--- src/rtl/fft16_bfly_scheduler.sv ---
// fft16_bfly_scheduler: 16-point in-place radix-2 DIT FFT sequencer driving an external butterfly
module fft16_bfly_scheduler #(
   parameter int WORD_SIZE = 16,
   parameter int FRACTION  = 8
) (
   input  logic                        i_clk,
   input  logic                        i_rst,
   input  logic                        i_valid,
   input  logic signed [WORD_SIZE-1:0] i_re,
   input  logic signed [WORD_SIZE-1:0] i_im,
   output logic                        o_ready,
   output logic signed [WORD_SIZE-1:0] o_in0_re,
   output logic signed [WORD_SIZE-1:0] o_in0_im,
   output logic signed [WORD_SIZE-1:0] o_in1_re,
   output logic signed [WORD_SIZE-1:0] o_in1_im,
   output logic signed [WORD_SIZE-1:0] o_twiddle_re,
   output logic signed [WORD_SIZE-1:0] o_twiddle_im,
   output logic                        o_bfly_start,
   input  logic signed [WORD_SIZE-1:0] i_out0_re,
   input  logic signed [WORD_SIZE-1:0] i_out0_im,
   input  logic signed [WORD_SIZE-1:0] i_out1_re,
   input  logic signed [WORD_SIZE-1:0] i_out1_im,
   input  logic                        i_butterfly_done,
   output logic                        o_valid,
   output logic signed [WORD_SIZE-1:0] o_re,
   output logic signed [WORD_SIZE-1:0] o_im,
   output logic [3:0]                  o_index,
   input  logic                        i_out_ready,
   output logic                        o_fft_done
);
   localparam int TW_RE [8] = '{256, 237, 181, 98, 0, -98, -181, -237};
   localparam int TW_IM [8] = '{0, -98, -181, -237, -256, -237, -181, -98};
   localparam int SCALE = 1 << FRACTION;
   typedef enum logic [2:0] {LOAD, ISSUE, WAIT, WRITE, UNLOAD} state_t;
   state_t state;
   logic signed [WORD_SIZE-1:0] mem_re [16];
   logic signed [WORD_SIZE-1:0] mem_im [16];
   logic [3:0] n, k, top, bot, n_rev;
   logic [1:0] s;
   logic [2:0] b, tw_k;
   logic done_q;
   int hh;
   assign n_rev = {n[0], n[1], n[2], n[3]};
   assign o_ready = state == LOAD;
   assign o_fft_done = !i_rst && state == UNLOAD && o_valid && i_out_ready && o_index == 4'd15;
   // butterfly pair addresses and twiddle index for stage s, butterfly b
   always_comb begin
      hh = 1 << s;
      top = 4'((int'(b) >> s) * 2 * hh + (int'(b) & (hh - 1)));
      bot = top + 4'(hh);
      tw_k = 3'((int'(b) & (hh - 1)) * (8 >> s));
   end
   // sample storage in bit-reversed order and in-place butterfly write-back; never cleared
   always_ff @(posedge i_clk) begin
      if (!i_rst && state == LOAD && i_valid) begin
         mem_re[n_rev] <= i_re;
         mem_im[n_rev] <= i_im;
      end else if (!i_rst && state == WRITE) begin
         mem_re[top] <= i_out0_re;
         mem_im[top] <= i_out0_im;
         mem_re[bot] <= i_out1_re;
         mem_im[bot] <= i_out1_im;
      end
   end
   // sequencer: load, 32 butterflies over 4 stages, then handshaked unload in natural order
   always_ff @(posedge i_clk) begin
      if (i_rst) begin
         state <= LOAD;
         n <= '0;
         s <= '0;
         b <= '0;
         k <= '0;
         done_q <= 1'b0;
         o_bfly_start <= 1'b0;
         o_valid <= 1'b0;
         o_index <= '0;
         o_re <= '0;
         o_im <= '0;
         o_in0_re <= '0;
         o_in0_im <= '0;
         o_in1_re <= '0;
         o_in1_im <= '0;
         o_twiddle_re <= '0;
         o_twiddle_im <= '0;
      end else begin
         done_q <= i_butterfly_done;
         o_bfly_start <= 1'b0;
         case (state)
            LOAD: if (i_valid) begin
               n <= n + 4'd1;
               if (n == 4'd15) begin
                  state <= ISSUE;
                  s <= '0;
                  b <= '0;
               end
            end
            ISSUE: begin
               o_in0_re <= mem_re[top];
               o_in0_im <= mem_im[top];
               o_in1_re <= mem_re[bot];
               o_in1_im <= mem_im[bot];
               o_twiddle_re <= WORD_SIZE'(TW_RE[tw_k] * SCALE / 256);
               o_twiddle_im <= WORD_SIZE'(TW_IM[tw_k] * SCALE / 256);
               o_bfly_start <= 1'b1;
               state <= WAIT;
            end
            WAIT: if (i_butterfly_done && !done_q) state <= WRITE;
            WRITE: begin
               b <= b + 3'd1;
               k <= '0;
               if (b == 3'd7) s <= s + 2'd1;
               state <= (b == 3'd7 && s == 2'd3) ? UNLOAD : ISSUE;
            end
            UNLOAD: if (!o_valid) begin
               o_valid <= 1'b1;
               o_index <= k;
               o_re <= mem_re[k];
               o_im <= mem_im[k];
            end else if (i_out_ready) begin
               if (k == 4'd15) begin
                  o_valid <= 1'b0;
                  state <= LOAD;
                  n <= '0;
                  k <= '0;
               end else begin
                  k <= k + 4'd1;
                  o_index <= k + 4'd1;
                  o_re <= mem_re[k + 4'd1];
                  o_im <= mem_im[k + 4'd1];
               end
            end
            default: state <= LOAD;
         endcase
      end
   end
endmodule

--- config.mk ---
export PLATFORM = sky130hd
export DESIGN_NAME = fft16_bfly_scheduler
export DESIGN_NICKNAME = d
export VERILOG_FILES = /design/src/rtl/fft16_bfly_scheduler.sv
export SDC_FILE = /design/constraint.sdc
export NUM_CORES = 2
export LEC_CHECK = 0
export ABC_AREA = 1
export ABC_CLOCK_PERIOD_IN_PS = 5500
export CORE_UTILIZATION = 30
export DETAILED_ROUTE_END_ITERATION = 10
export PLACE_DENSITY_LB_ADDON = 0.25
export SKIP_CTS_REPAIR_TIMING = 1
export SYNTH_ARGS = -nofsm -noshare
export SYNTH_HDL_FRONTEND = slang
export SYNTH_SLANG_ARGS = --single-unit
--- constraint.sdc ---
create_clock -name i_clk -period 5.5 [get_ports i_clk]
set_input_delay 1.1 -clock i_clk [delete_from_list [all_inputs] [get_ports i_clk]]
set_output_delay 1.1 -clock i_clk [all_outputs]
set_load 0.02 [all_outputs]
## After elaboration in Yosys (flattened, before gate mapping)

Memories as Yosys holds them, arrays and structs flattened. A register that Yosys moved wholly into a read port is not among the register bits.
Cells that the tools add are included.

| word-level totals | value |
|---|---|
| memories | 4 |
| memory bits (read-only) | 512 |
| bits in writable memories | 512 |
| flip-flop bits (word level) | 55 |
| logic and storage cells | 122 |
| output and inout bits | 136 |
| input port bits | 101 |

| operators by class | value |
|---|---|
| multipliers | 2 |
| $add $sub $neg | 7 |
| shift-type cells | 3 |
| muxes and demuxes | 52 |
| bitwise logic cells | 2 |
| reduce and logical (&&, ||, !) cells | 23 |
| eq/ne operators | 18 |

Memories:

| memory | depth | width | rd ports | clocked after Yosys merged registers in | wr ports | RTL line | RTL |
|---|---|---|---|---|---|---|---|
| (no name shown) | 8 | 32 | 1 | 1 | 0 | 103 | `o_twiddle_im <= WORD_SIZE'(TW_IM[tw_k] * SCALE / 256);` |
| (no name shown) | 8 | 32 | 1 | 1 | 0 | 102 | `o_twiddle_re <= WORD_SIZE'(TW_RE[tw_k] * SCALE / 256);` |
| mem_im | 16 | 16 | 4 | 3 | 2 | 37 | `logic signed [WORD_SIZE-1:0] mem_im [16];` |
| mem_re | 16 | 16 | 4 | 3 | 2 | 36 | `logic signed [WORD_SIZE-1:0] mem_re [16];` |

Operator list:

| cell | number |
|---|---|
| $mux W16 | 8 |
| $mux W4 | 16 |
| $and A4 B32 Y32 | 1 |
| $mul A31 B32 Y3 | 1 |
| $mul A32 B32 Y3 | 1 |
| $reduce_or A16 Y1 | 2 |
| $shl A1 B2 Y32 const A | 1 |
| $shr A4 B2 Y32 const A | 1 |
| $sub A32 B2 Y32 const B | 1 |
| $shr A3 B2 Y31 | 1 |
| $mux W3 | 9 |
| $pmux W4 S2 | 2 |
| $pmux W3 S5 | 1 |
| $eq A4 B4 Y1 const B | 3 |
| $mux W1 | 11 |
| $ne A2 B2 Y1 const B | 5 |
| $logic_and A1 B1 Y1 | 9 |
| $reduce_and A3 Y1 | 3 |
| $add A4 B1 Y4 const B | 2 |
| $add A4 B4 Y4 | 2 |
| $ne A2 B1 Y1 const B | 4 |
| $eq A3 B2 Y1 const B | 2 |
| $eq A3 B3 Y1 const B | 2 |
| $mux W2 | 3 |
| other kinds (13) | 16 |

## Logic depth before layout (Yosys ltp)

| logic depth | value |
|---|---|
| word-level depth | 7 |
| gate-level depth with buffers | 24 |
| depth with buffers taken out | 21 |

## Worst setup path before layout

OpenSTA, ideal clock, no wires.

| timing | value |
|---|---|
| kind | register to register |
| from | reg s[1] |
| to | mem mem_im[5][0] (enable) |
| setup time | 0.658 ns |
| path buffers | 4 |
| cell stages (with the launch flop) | 23 |
| setup slack | 0.065 ns |
| arrival time | 4.778 ns |
| required time | 4.842 ns |
| period minus slack after synthesis | 5.435 ns |
| cells stage by stage | dfxtp_1 -> inv_1 -> ha_1 -> inv_1 -> nand2_1 -> nand2_1 -> nor2_1 -> ha_1 -> inv_1 -> fa_1 -> inv_1 -> clkbuf_1 -> clkbuf_1 -> ha_1 -> a21o_1 -> xor2_1 -> nand3_1 -> nand2_4 -> nor2_4 -> nand2_1 -> buf_4 -> buf_6 -> o21ai_0 |

RTL lines:

| element | RTL line | RTL |
|---|---|---|
| start, declared | 39 | `logic [1:0] s;` |
| start signal, assigned | 111 | `if (b == 3'd7) s <= s + 2'd1;` |
| end, declared | 37 |  |

==> impl_metrics.tcl <==
set metrics [dict create \
    peakVddDrop_v 0.000321 \
    drtIter0Drc 8221 \
    io_pins 237 \
    place_congestion 0.903 \
    synth_edf_count 512 \
    rsz0062_at_grt "no" \
    synth_cell_types 46 \
    worst_slew_pin_slew_ns 1.21 \
    final_hold_viol_count 0 \
    synthTopCellsByArea "edfxtp_1 (34%), o21ai_0 (13%), nand2_1 (11%)" \
    syn_area_per_cell_sq_um 7.24 \
    highest_layer "met5" \
    drt-pass1-iter-count 6 \
    cts.reportedPaths.clkPinSlew_ns 0.06 \
    routed_wl_microns 229000 \
    wl_met3_microns 31800 \
    synth.most_common_cell "nand2_1" \
    crit_arrival_ns 5.59 \
    grt_usage_pct 29.1 \
    met2RoutedLength_microns 93000 \
    post-dp-hpwl_microns 138000 \
    whs_path_depth 2 \
    viasPerCell 6.00 \
    setup_viol 0 \
    worstPathMaxFanout 16 \
    synth-seq-area-share_pct 40.2 \
    p_per_area_mw_per_mm2 303 \
    drv_cap 0 \
    syn_to_final_growth_pct 14.2 \
    ff2ff_setup_slack_ns 0.30 \
    syn_area_sq_mm 0.0451 \
    synth_nets 6352 \
    grt_pass1_wl_microns 322000 \
    cts-buffers-inserted 81 \
    nFillCells 15500 \
    slew_headroom_pct 19.4 \
    ys_warn_count 0 \
    reg2reg_depth 20 \
    ctsLongestPathBuffers 3 \
    grt_max_degree 193 \
    initial_core_util_pct 30.4 \
    core_sq_mm 0.148 \
    cts_tree "built" \
    grt-ovfl-total 0 \
    hold_ws_ns 0.465 \
    seqCellArea_sq_mm 0.0182 \
    final.period_utilization_pct 94.6 \
    antenna_found_initial 7 \
    tns_ns 0 \
    required_ns 5.89 \
    status "finished clean" \
    die_h_microns 390 \
    io_buffers 235 \
    die_x_microns 390 \
    ys_top_cells_by_count "nand2_1 (1378), o21ai_0 (1155), a21oi_1 (542)" \
    yosys.area.top_type "edfxtp_1" \
    clk_latency_ns 0.71 \
    clk_root_buffer_cell "clkbuf_16" \
    synthFlopType "edfxtp_1" \
    synth_seq_cells 650 \
    dieArea_sq_mm 0.152 \
    crit_path_start_kind "flop" \
    finalClockSkew_ns 0.0427 \
    critPathKind "flop to flop" \
    drc 0 \
    cts.htree.levels 3 \
    grt_pass1_vias 43800 \
    slew_violations 0 \
    multi_input_area_sq_mm 0.0229 \
    endpoint_kind "flop" \
    cts_sinks 650 \
    drtAntennaViolNets 0 \
    drive_above_1_share_pct 5.89 \
    synth-async-reset-ratio_pct 0 \
    synth.top_cell.area_share_pct 34.1 \
    finalCriticalPeriod_ns 5.20 \
    power_leakage_nw 19.4 \
    avgRoutedWirePerCell_microns 28.2 \
    met1_length_microns 92700 \
    holdCritPathClass "flop to flop" \
    nNetsFinal 6185 \
    netlist_instances 6230 \
    vias 48800 \
    max_freq_mhz 192 \
    row_count 141 \
]
## per-stage QoR
step                power (mW)  util, %  setup WS, ns  instances  instance area, sq um
floorplan                 7.95        -        0.0646       6230                 45100
global placement          9.94     33.0         0.477       7982                 48900
detailed placement        9.96     33.0         0.448       7982                 48900
CTS                       15.4     34.7         0.424       8128                 51500
global route              16.0     34.7        0.0389       8128                 51500
finish                    15.6     34.7         0.298       8131                 51500
## cells in the final DEF (no fill, tap or decap), types with 17 or more instances in the layout
master and instances:
a21oi_1 542, a22oi_1 122, a31oi_1 51, buf_12 48, buf_4 102, clkbuf_1 22, clkbuf_16 84, clkdlybuf4s50_1 234
dfxtp_1 132, edfxtp_1 512, ha_1 17, inv_1 302, nand2_1 1353, nand3_1 310, nand4_1 70, nor2_1 375
o211ai_1 144, o21ai_0 1147, o21ai_1 242, o221ai_1 109, o22ai_1 23
## final timing paths
check / startpoint / endpoint
hold / removal: o_twiddle_re[6] / o_twiddle_re[6]
hold reg to reg: o_twiddle_re[6] / o_twiddle_re[6]
setup / recovery: s[1] / mem_re[6][5]
setup reg to reg: s[1] / mem_re[6][5]
## routing by layer
| metal | up-vias | track usage, % |
|---|---|---|
| met5 | - | 0 |
| met4 | 4 | 13.4 |
| met3 | 729 | 8.25 |
| met2 | 3680 | 41.9 |
| met1 | 22800 | 39.8 |
| li1 | 21600 | - |
## flip-flops by register name, indices dropped and copies added, names as in the netlist, 2 cells and up, named ones only
name and count:
b 3, k 4, o_twiddle_im 6, o_re 16, o_in1_re 16, o_in1_im 16
mem_re 256, n 4, o_in0_re 16, o_in0_im 16, o_im 16, o_index 4
o_twiddle_re 9, s 2, mem_im 256, state 3
## worst max-delay path, stage by stage, from the launching register on
cell and delay, ns:
dfxtp_1 0.37, inv_1 0.18, ha_1 0.28, inv_1 0.13
nand2_1 0.10, nand2_1 0.07, nor2_1 0.25, ha_4 0.18
inv_1 0.05, fa_4 0.49, nand3b_1 0.19, nand3_1 0.13
nand2_1 0.08, nand2_2 0.10, nand2_4 0.23, inv_2 0.12
nand2_1 0.05, o21ai_0 0.26, nand2_1 0.44, o21ai_4 0.84
buf_12 0.30
## layout make-up
| class | count | share of cell area, % |
|---|---|---|
| multi-input combinational | 4622 | 44.5 |
| sequential | 650 | 35.3 |
| timing repair buffer | 385 | 7.91 |
| tap | 2002 | 4.86 |
| clock buffer | 108 | 4.30 |
| inverter | 323 | 2.40 |
| clock inverter | 38 | 0.736 |
| antenna | 3 | 0.0146 |
## power by group
group / switching (mW) / total [mW] / internal, mW / leakage [nW]
Clock: 2.36 / 5.51 / 3.15 / 1.26
Combinational: 3.27 / 4.56 / 1.29 / 12.4
Sequential: 0.103 / 5.51 / 5.40 / 5.73
Total: 5.73 / 15.6 / 9.85 / 19.4
## logic make-up after synthesis
group | after synthesis | synth area share (%)
buffers and inverters | 958 | 9.63
flip-flops | 650 | 40.2
AND/OR/NAND/NOR | 2169 | 19.7
AO/OA/AOI/OAI | 2424 | 29.7
other | 2 | 0.0167
adder cells (fa/ha/maj) | 21 | 0.616
XOR/XNOR | 6 | 0.150
No activity file was read; power rests on OpenSTA's default activity.
